[config.mk]
export PLATFORM = sky130hd
export DESIGN_NAME = led_pattern_gen
export DESIGN_NICKNAME = d
export VERILOG_FILES = /design/src/rtl/led_pkg.sv /design/src/rtl/led_prescaler.sv /design/src/rtl/led_pattern_gen.sv
export SDC_FILE = /design/constraint.sdc
export NUM_CORES = 1
export LEC_CHECK = 0
export ABC_AREA = 1
export CORE_MARGIN = 2
export CORE_UTILIZATION = 40
export CTS_CLUSTER_SIZE = 16
export DETAILED_ROUTE_END_ITERATION = 10
export DONT_BUFFER_PORTS = 1
export PLACE_DENSITY_LB_ADDON = 0.2
export SYNTH_ARGS = -nofsm -noshare
export SYNTH_HDL_FRONTEND = slang
export SYNTH_SLANG_ARGS = --single-unit
[constraint.sdc]
create_clock -name clk -period 1.38 [get_ports clk]
set_input_delay 0.276 -clock clk [delete_from_list [all_inputs] [get_ports clk]]
set_output_delay 0.276 -clock clk [all_outputs]
set_load 0.01 [all_outputs]
[src/rtl/led_pkg.sv]
// Shared definitions for the LED pattern generator: mode encodings and the
// prescaler counter-width helper.
package led_pkg;

    typedef enum logic [1:0] {
        MODE_ROR    = 2'b00,
        MODE_ROL    = 2'b01,
        MODE_BOUNCE = 2'b10,
        MODE_BLINK  = 2'b11
    } mode_t;

    localparam int PWM_W = 8;

    // DIV=1 still needs a 1-bit counter so the port/compare logic stays legal.
    function automatic int cnt_width(input int div);
        return (div > 1) ? $clog2(div) : 1;
    endfunction

endpackage

[src/rtl/led_prescaler.sv]
// Step-rate prescaler: counts 0..DIV-1 while enabled and flags the last count
// as a tick; clr restarts the count from zero.
module led_prescaler
    import led_pkg::*;
#(
    parameter int DIV = 4
) (
    input  logic clk,
    input  logic rst,
    input  logic en,
    input  logic clr,
    output logic tick
);

    localparam int CW = cnt_width(DIV);
    localparam logic [CW-1:0] LAST = CW'(DIV - 1);

    logic [CW-1:0] r_cnt;

    assign tick = en && (r_cnt == LAST);

    always_ff @(posedge clk or posedge rst) begin
        if (rst) begin
            r_cnt <= '0;
        end else if (clr || tick) begin
            r_cnt <= '0;
        end else if (en) begin
            r_cnt <= r_cnt + 1'b1;
        end
    end

endmodule

[src/rtl/led_pattern_gen.sv]
// LED pattern generator: rotate / bounce / blink a WIDTH-bit pattern once per
// DIV enabled cycles. Define LED_PATTERN_PWM_EN to add a duty-cycle dimmer.
module led_pattern_gen
    import led_pkg::*;
#(
    parameter int WIDTH = 4,
    parameter int DIV   = 4
) (
    input  logic             clk,
    input  logic             rst,
    input  logic             en,
    input  mode_t            mode,
    input  logic             load,
    input  logic [WIDTH-1:0] load_val,
`ifdef LED_PATTERN_PWM_EN
    input  logic [PWM_W-1:0] duty,
`endif
    output logic [WIDTH-1:0] led,
    output logic             step
);

    logic             w_tick;
    logic [WIDTH-1:0] r_pat;
    logic             r_dir;
    logic             r_step;

    led_prescaler #(.DIV(DIV)) u_presc (
        .clk  (clk),
        .rst  (rst),
        .en   (en),
        .clr  (load),
        .tick (w_tick)
    );

    logic [WIDTH-1:0] w_ror;
    logic [WIDTH-1:0] w_rol;
    assign w_ror = {r_pat[0], r_pat[WIDTH-1:1]};
    assign w_rol = {r_pat[WIDTH-2:0], r_pat[WIDTH-1]};

    // dir: 1 = moving left (towards MSB). A load overrides a coincident tick.
    always_ff @(posedge clk or posedge rst) begin
        if (rst) begin
            r_pat  <= WIDTH'(1);
            r_dir  <= 1'b1;
            r_step <= 1'b0;
        end else begin
            r_step <= 1'b0;
            if (load) begin
                r_pat <= load_val;
            end else if (w_tick) begin
                r_step <= 1'b1;
                case (mode)
                    MODE_ROR: r_pat <= w_ror;
                    MODE_ROL: r_pat <= w_rol;
                    MODE_BOUNCE: begin
                        if (r_dir && r_pat[WIDTH-1]) begin
                            r_dir <= 1'b0;
                            r_pat <= w_ror;
                        end else if (!r_dir && r_pat[0]) begin
                            r_dir <= 1'b1;
                            r_pat <= w_rol;
                        end else begin
                            r_pat <= r_dir ? w_rol : w_ror;
                        end
                    end
                    MODE_BLINK: r_pat <= ~r_pat;
                    default:    r_pat <= r_pat;
                endcase
            end
        end
    end

    assign step = r_step;

`ifdef LED_PATTERN_PWM_EN
    logic [PWM_W-1:0] r_pwm;
    logic             w_pwm_on;

    always_ff @(posedge clk or posedge rst) begin
        if (rst) begin
            r_pwm <= '0;
        end else begin
            r_pwm <= r_pwm + 1'b1;
        end
    end

    assign w_pwm_on = (r_pwm < duty);
    assign led      = r_pat & {WIDTH{w_pwm_on}};
`else
    assign led = r_pat;
`endif

endmodule
# Word-level counts from Yosys, hierarchy flattened
# Cells that the tools add are included.
# word_totals
ff_bits	8
latchBits	0
mem_bits_rw	0
romBits	0
input_bits	10
output_inout_bits	5
wordCells	33
mem_count	0
# op_classes
n_addsub	1
multipliers	0
n_div	0
magnitude_cmp	0
n_eq_ne	4
shift	0
mux	12
n_bitwise	2
reduce_logical	10
# ops
op	n
2-to-1 mux 4 bit	5
one-hot mux 4 bit (4 select lines)	1
equality test 2 bit (second input constant)	3
nonzero test 2 bit	3
2-to-1 mux 1 bit	4
2-to-1 mux 2 bit	2
NOT 4 bit	1
AND reduction 4 bit	1
logical AND 1 bit	3
adder 2 x 1 -> 2 bit (second input constant)	1
equality test 2 x 1 -> 1 bit (second input constant)	1
logical NOT 2 bit	1
logical NOT 1 bit	1
logical OR 1 bit	1
NOT 1 bit	1

# Depth between registers and ports, before layout
# depth
word_depth	7
mapped_depth	9
depth_no_buf	8

# Modules after synthesis
# A second synthesis with hierarchy kept.
# hier_totals
hier_cells	86
hier_area_um2	570.5
# modules_own_cells
mod	n_inst	cells_per_inst	area_each_um2	seq_area_each_um2
led_pattern_gen	1	69	454.2	152.6
led_prescaler	1	17	116.4	50.0

# Least setup slack after synthesis
# No wires, ideal clock.
# synth_path
path_type	reg2reg
startpoint	register u_presc.r_cnt[0]
endpoint	register r_pat[2], in the netlist led[2]
setup_time_ns	0.117
arrival_ns	0.964
slack_ns	0.299
stages_incl_launch_ff	8
n_path_buf	0
period_less_slack_ns	1.081
cell_sequence	dfrtp_1 > ha_1 > nand2_2 > nand2_2 > o21ai_1 > inv_1 > nand2_1 > nand2_1
# synth_via
elab_chain_cells	3
# synth_lines
item	line	text
start: declaration	led_prescaler.sv:18	logic [CW-1:0] r_cnt;
start signal: assignment	led_prescaler.sv:28	r_cnt <= r_cnt + 1'b1;
equality test 2 bit	led_prescaler.sv:20	assign tick = en && (r_cnt == LAST);
logical AND 1 bit	led_prescaler.sv:20	
nonzero test 2 bit (no source line)	-	
end signal: assignment	led_pattern_gen.sv:49	r_pat <= load_val;
end signal: assignment	led_pattern_gen.sv:53	MODE_ROR: r_pat <= w_ror;
end signal: assignment	led_pattern_gen.sv:54	MODE_ROL: r_pat <= w_rol;
end: declaration	led_pattern_gen.sv:23	logic [WIDTH-1:0] r_pat;
# Every way passes these cells.
# A chain may end at the register's enable or synchronous reset.

# Final worst setup path
# Same ends and word-level chain as after synthesis.

==> impl_metrics.env <==
export IMPL_peakVddDrop_uv=691
export IMPL_via_count_of_the_routed_design=556
export IMPL_grtUsageTotal_pct=16.8
export IMPL_switching_power_mw=0.189
export IMPL_drcViolationCount=0
export IMPL_detailedRoute_firstPassIterationCount=4
export IMPL_fmaxAchievable_mhz=855
export IMPL_internal_power_mw=0.416
export IMPL_finalCriticalPeriod_ns=1.17
export IMPL_ctsResizeCount=0
export IMPL_clock_power_share_pct=33.0
export IMPL_ys_types=19
export IMPL_worst_pin_slew_ns=0.301
export IMPL_chip_height_um=42.8
export IMPL_port_buffer_count=0
export IMPL_worst_hold_path_type="in -> reg"
export IMPL_drt_first_iter_violations=25
export IMPL_synth_yosys_warnings=0
export IMPL_worst_path_max_fanout=6
export IMPL_final_hpwl_from_detailed_placement_um=974
export IMPL_min_from="load"
export IMPL_postSynth_asyncResetShare_pct=100
export IMPL_worstHoldEndpoint="step"
export IMPL_syn_area_um2=603
export IMPL_post_route_cells_drive_above_1_share_pct=16.7
export IMPL_fill_cells=144
export IMPL_via_count_of_the_first_global_routing_pass=524
export IMPL_post_cts_repair_setup_buffers=0
export IMPL_synthesis_instances=87
export IMPL_hold_buffers=1
export IMPL_start_util_pct=41.5
export IMPL_setup_worst_path_class="reg -> reg"
export IMPL_n_antenna_cell=0
export IMPL_detailed_place_area_um2=601
export IMPL_critical_path_slowest_cell="sky130_fd_sc_hd__dfrtp_1"
export IMPL_clockRootBuffer="sky130_fd_sc_hd__clkbuf_4"
export IMPL_clock_insertion_delay_at_the_later_pin_of_the_skew_report_ns=0.26
export IMPL_dieWidth_um=42.8
export IMPL_max_slew_headroom_at_the_worst_pin_pct=79.9
export IMPL_synth_area_leaders="sky130_fd_sc_hd__dfrtp_1 25%, sky130_fd_sc_hd__nand2_1 16%, sky130_fd_sc_hd__nand3_1 12%"
export IMPL_worst_setup_path_end_kind="flop"
export IMPL_global_route_total_overflow=0
export IMPL_cp_start_kind="flop"
export IMPL_dieArea_um2=1830
export IMPL_core_region_area_um2=1450
export IMPL_detail_route_wirelength_um=1280
export IMPL_rsz_0062_raised_after_global_routing="false"
export IMPL_finalSetupViolCount=0
export IMPL_reg2reg_from="u_presc.r_cnt[0]"
export IMPL_required_time_reported_for_the_critical_path_endpoint_ns=1.54
export IMPL_max_clock_path_buffers=2
export IMPL_numCtsBuffers=3
export IMPL_tritoncts="built"
export IMPL_maxSlewViolCount=0
export IMPL_num_nets_final=102
export IMPL_pwr_share_comb_pct=19.2
export IMPL_synthDominantCellAreaShare_pct=24.9
export IMPL_yosysSeqAreaShare_pct=33.6
export IMPL_clkTransAtPathRegs_ns=0.07
export IMPL_grt_first_pass_wirelength_um=2210
export IMPL_p_per_area_nw_per_um2=950
export IMPL_cts_max_level=1
export IMPL_via_per_inst=5.25
export IMPL_dpl_cell_count=101
export IMPL_synth_edff_count=0
export IMPL_setup_tns_ns=0
export IMPL_seqCellArea_um2=203
export IMPL_power_sequential_fraction_pct=47.8
export IMPL_clock_sinks=8
export IMPL_worst_hold_path_num_cells=1
export IMPL_multi_input_area_um2=317
export IMPL_fp_row_count=14
export IMPL_static_leakage_power_nw=0.321
export IMPL_final_cycle_utilization_of_the_critical_path_pct=84.8
export IMPL_wl_per_cell_um=12.1
export IMPL_timing_final_hold_violations=0
export IMPL_num_io_pins=15
export IMPL_synth_top_cell_by_area="sky130_fd_sc_hd__dfrtp_1"
export IMPL_layout_common_cells="25 x sky130_fd_sc_hd__nand2_1, 14 x sky130_fd_sc_hd__nand3_1, 9 x sky130_fd_sc_hd__inv_1, 8 x sky130_fd_sc_hd__o21ai_1, 6 x sky130_fd_sc_hd__dfrtp_1"
export IMPL_worst_r2r_path_depth=7
export IMPL_postSynthAreaPerCell_um2=6.93
export IMPL_synthFlopType="sky130_fd_sc_hd__dfrtp_1"
export IMPL_layout_cell_area_non_filler_um2=637
export IMPL_grt_antenna_before_repair=0
export IMPL_number_of_nets_in_the_synthesized_netlist=98
export IMPL_count_of_antenna_violating_nets_left_after_detailed_routing=0
export IMPL_dpl_worst_slack_ns=0.218
export IMPL_place_gp_congestion=0.823
export IMPL_timing_max_cap_violations=0
export IMPL_layout_stage_area_growth_over_the_synthesis_result_pct=5.60
export IMPL_power_total_mw=0.605
export IMPL_worst_r2r_setup_slack_ns=0.21
export IMPL_cp_data_arrival_time_ns=1.33
export IMPL_cp_cell_instances="ha_1 -> nand2_2 -> nand2_2 -> o21ai_1 -> inv_1 -> nand2_1 -> nand2_1"
export IMPL_non_filler_cells_final=106
export IMPL_layout_commonest_cell="sky130_fd_sc_hd__nand2_1"
export IMPL_worst_clock_skew_ns=0.0167
export IMPL_rr_endpoint="led[2]"
export IMPL_yosys_register_bits=8
export IMPL_max_stage_delay_ns=0.40
export IMPL_grt_max_degree=9
export IMPL_layout_setup_ws_ns=0.210
export IMPL_power_switching_share_pct=31.3
export IMPL_outcome="completed"
stage by stage:
step / hold WS [ns] / util [%]
after detailed placement: 0.132 / 41.3
after global placement: 0.135 / 41.3
final: 0.105 / 43.8
after global routing: 0.0862 / 43.8
after floorplan: 0.0902 / -
after CTS: 0.0930 / 43.8
worst max path at each step:
stage	depth (start not counted)	slack (ns)	start	endpoint
after floorplan	7	0.30	u_presc.r_cnt[0]	led[2]
after global placement	7	0.22	u_presc.r_cnt[0]	led[2]
after detailed placement	6	0.22	u_presc.r_cnt[0]	led[1]
after CTS	6	0.20	u_presc.r_cnt[0]	led[1]
after global routing	6	0.11	u_presc.r_cnt[0]	led[1]
final	7	0.21	u_presc.r_cnt[0]	led[2]
per-layer routing:
layer	vias to the layer above	global-route usage, %	part of all wire (%)
met5	-	0	0
met4	0	8.13	0.86
met3	2	8.94	11
met2	30	23.3	46
met1	242	20.8	43
li1	282	-	-
logic make-up after synthesis:
group,Yosys count,synth area share (%)
AO/OA/AOI/OAI,13,11.2
XOR/XNOR,1,1.45
adder cells (fa/ha/maj),1,2.07
buffers and inverters,17,13.9
flip-flops,8,33.6
AND/OR/NAND/NOR,47,37.8
critical path, delay by kind of cell (launching register included):
| kind | cells | cell delay (ns) |
|---|---|---|
| simple gates | 4 | 0.32 |
| compound gates | 1 | 0.09 |
| flops | 1 | 0.40 |
| buf+inv | 1 | 0.04 |
| fa+ha+maj | 1 | 0.21 |
area by class of cell:
type                            instances  area share, %
Clock buffer                            4           4.13
Sequential cell                         8           31.8
Inverter                               15           9.63
Multi-Input combinational cell         62           49.7
Tap cell                               16           3.14
Timing Repair Buffer                    1           1.57
registers in the layout (all words and copies together), names as in the netlist:
register and flops:
u_presc.r_cnt 2, step 1, r_dir 1, led 4
power by group through the flow:
stage | clock network [mW] | logic (mW) | registers, mW
after floorplan | 0 | 0.109 | 0.285
after global placement | 0 | 0.114 | 0.293
after detailed placement | 0 | 0.113 | 0.293
after CTS | 0.209 | 0.116 | 0.289
after global routing | 0.221 | 0.135 | 0.292
final | 0.200 | 0.116 | 0.289
synth_stat cells, types with 2 or more instances:
cell and number:
sky130_fd_sc_hd__clkinv_1 2, sky130_fd_sc_hd__dfrtp_1 6, sky130_fd_sc_hd__dfstp_2 2, sky130_fd_sc_hd__o21ai_0 2, sky130_fd_sc_hd__nand3_1 14, sky130_fd_sc_hd__nor2_1 2, sky130_fd_sc_hd__nand2_2 4, sky130_fd_sc_hd__inv_1 9
sky130_fd_sc_hd__inv_2 3, sky130_fd_sc_hd__nand2_1 25, sky130_fd_sc_hd__a21oi_1 2, sky130_fd_sc_hd__o21ai_1 8, sky130_fd_sc_hd__buf_6 2
Power figures use the tool's default switching activity.
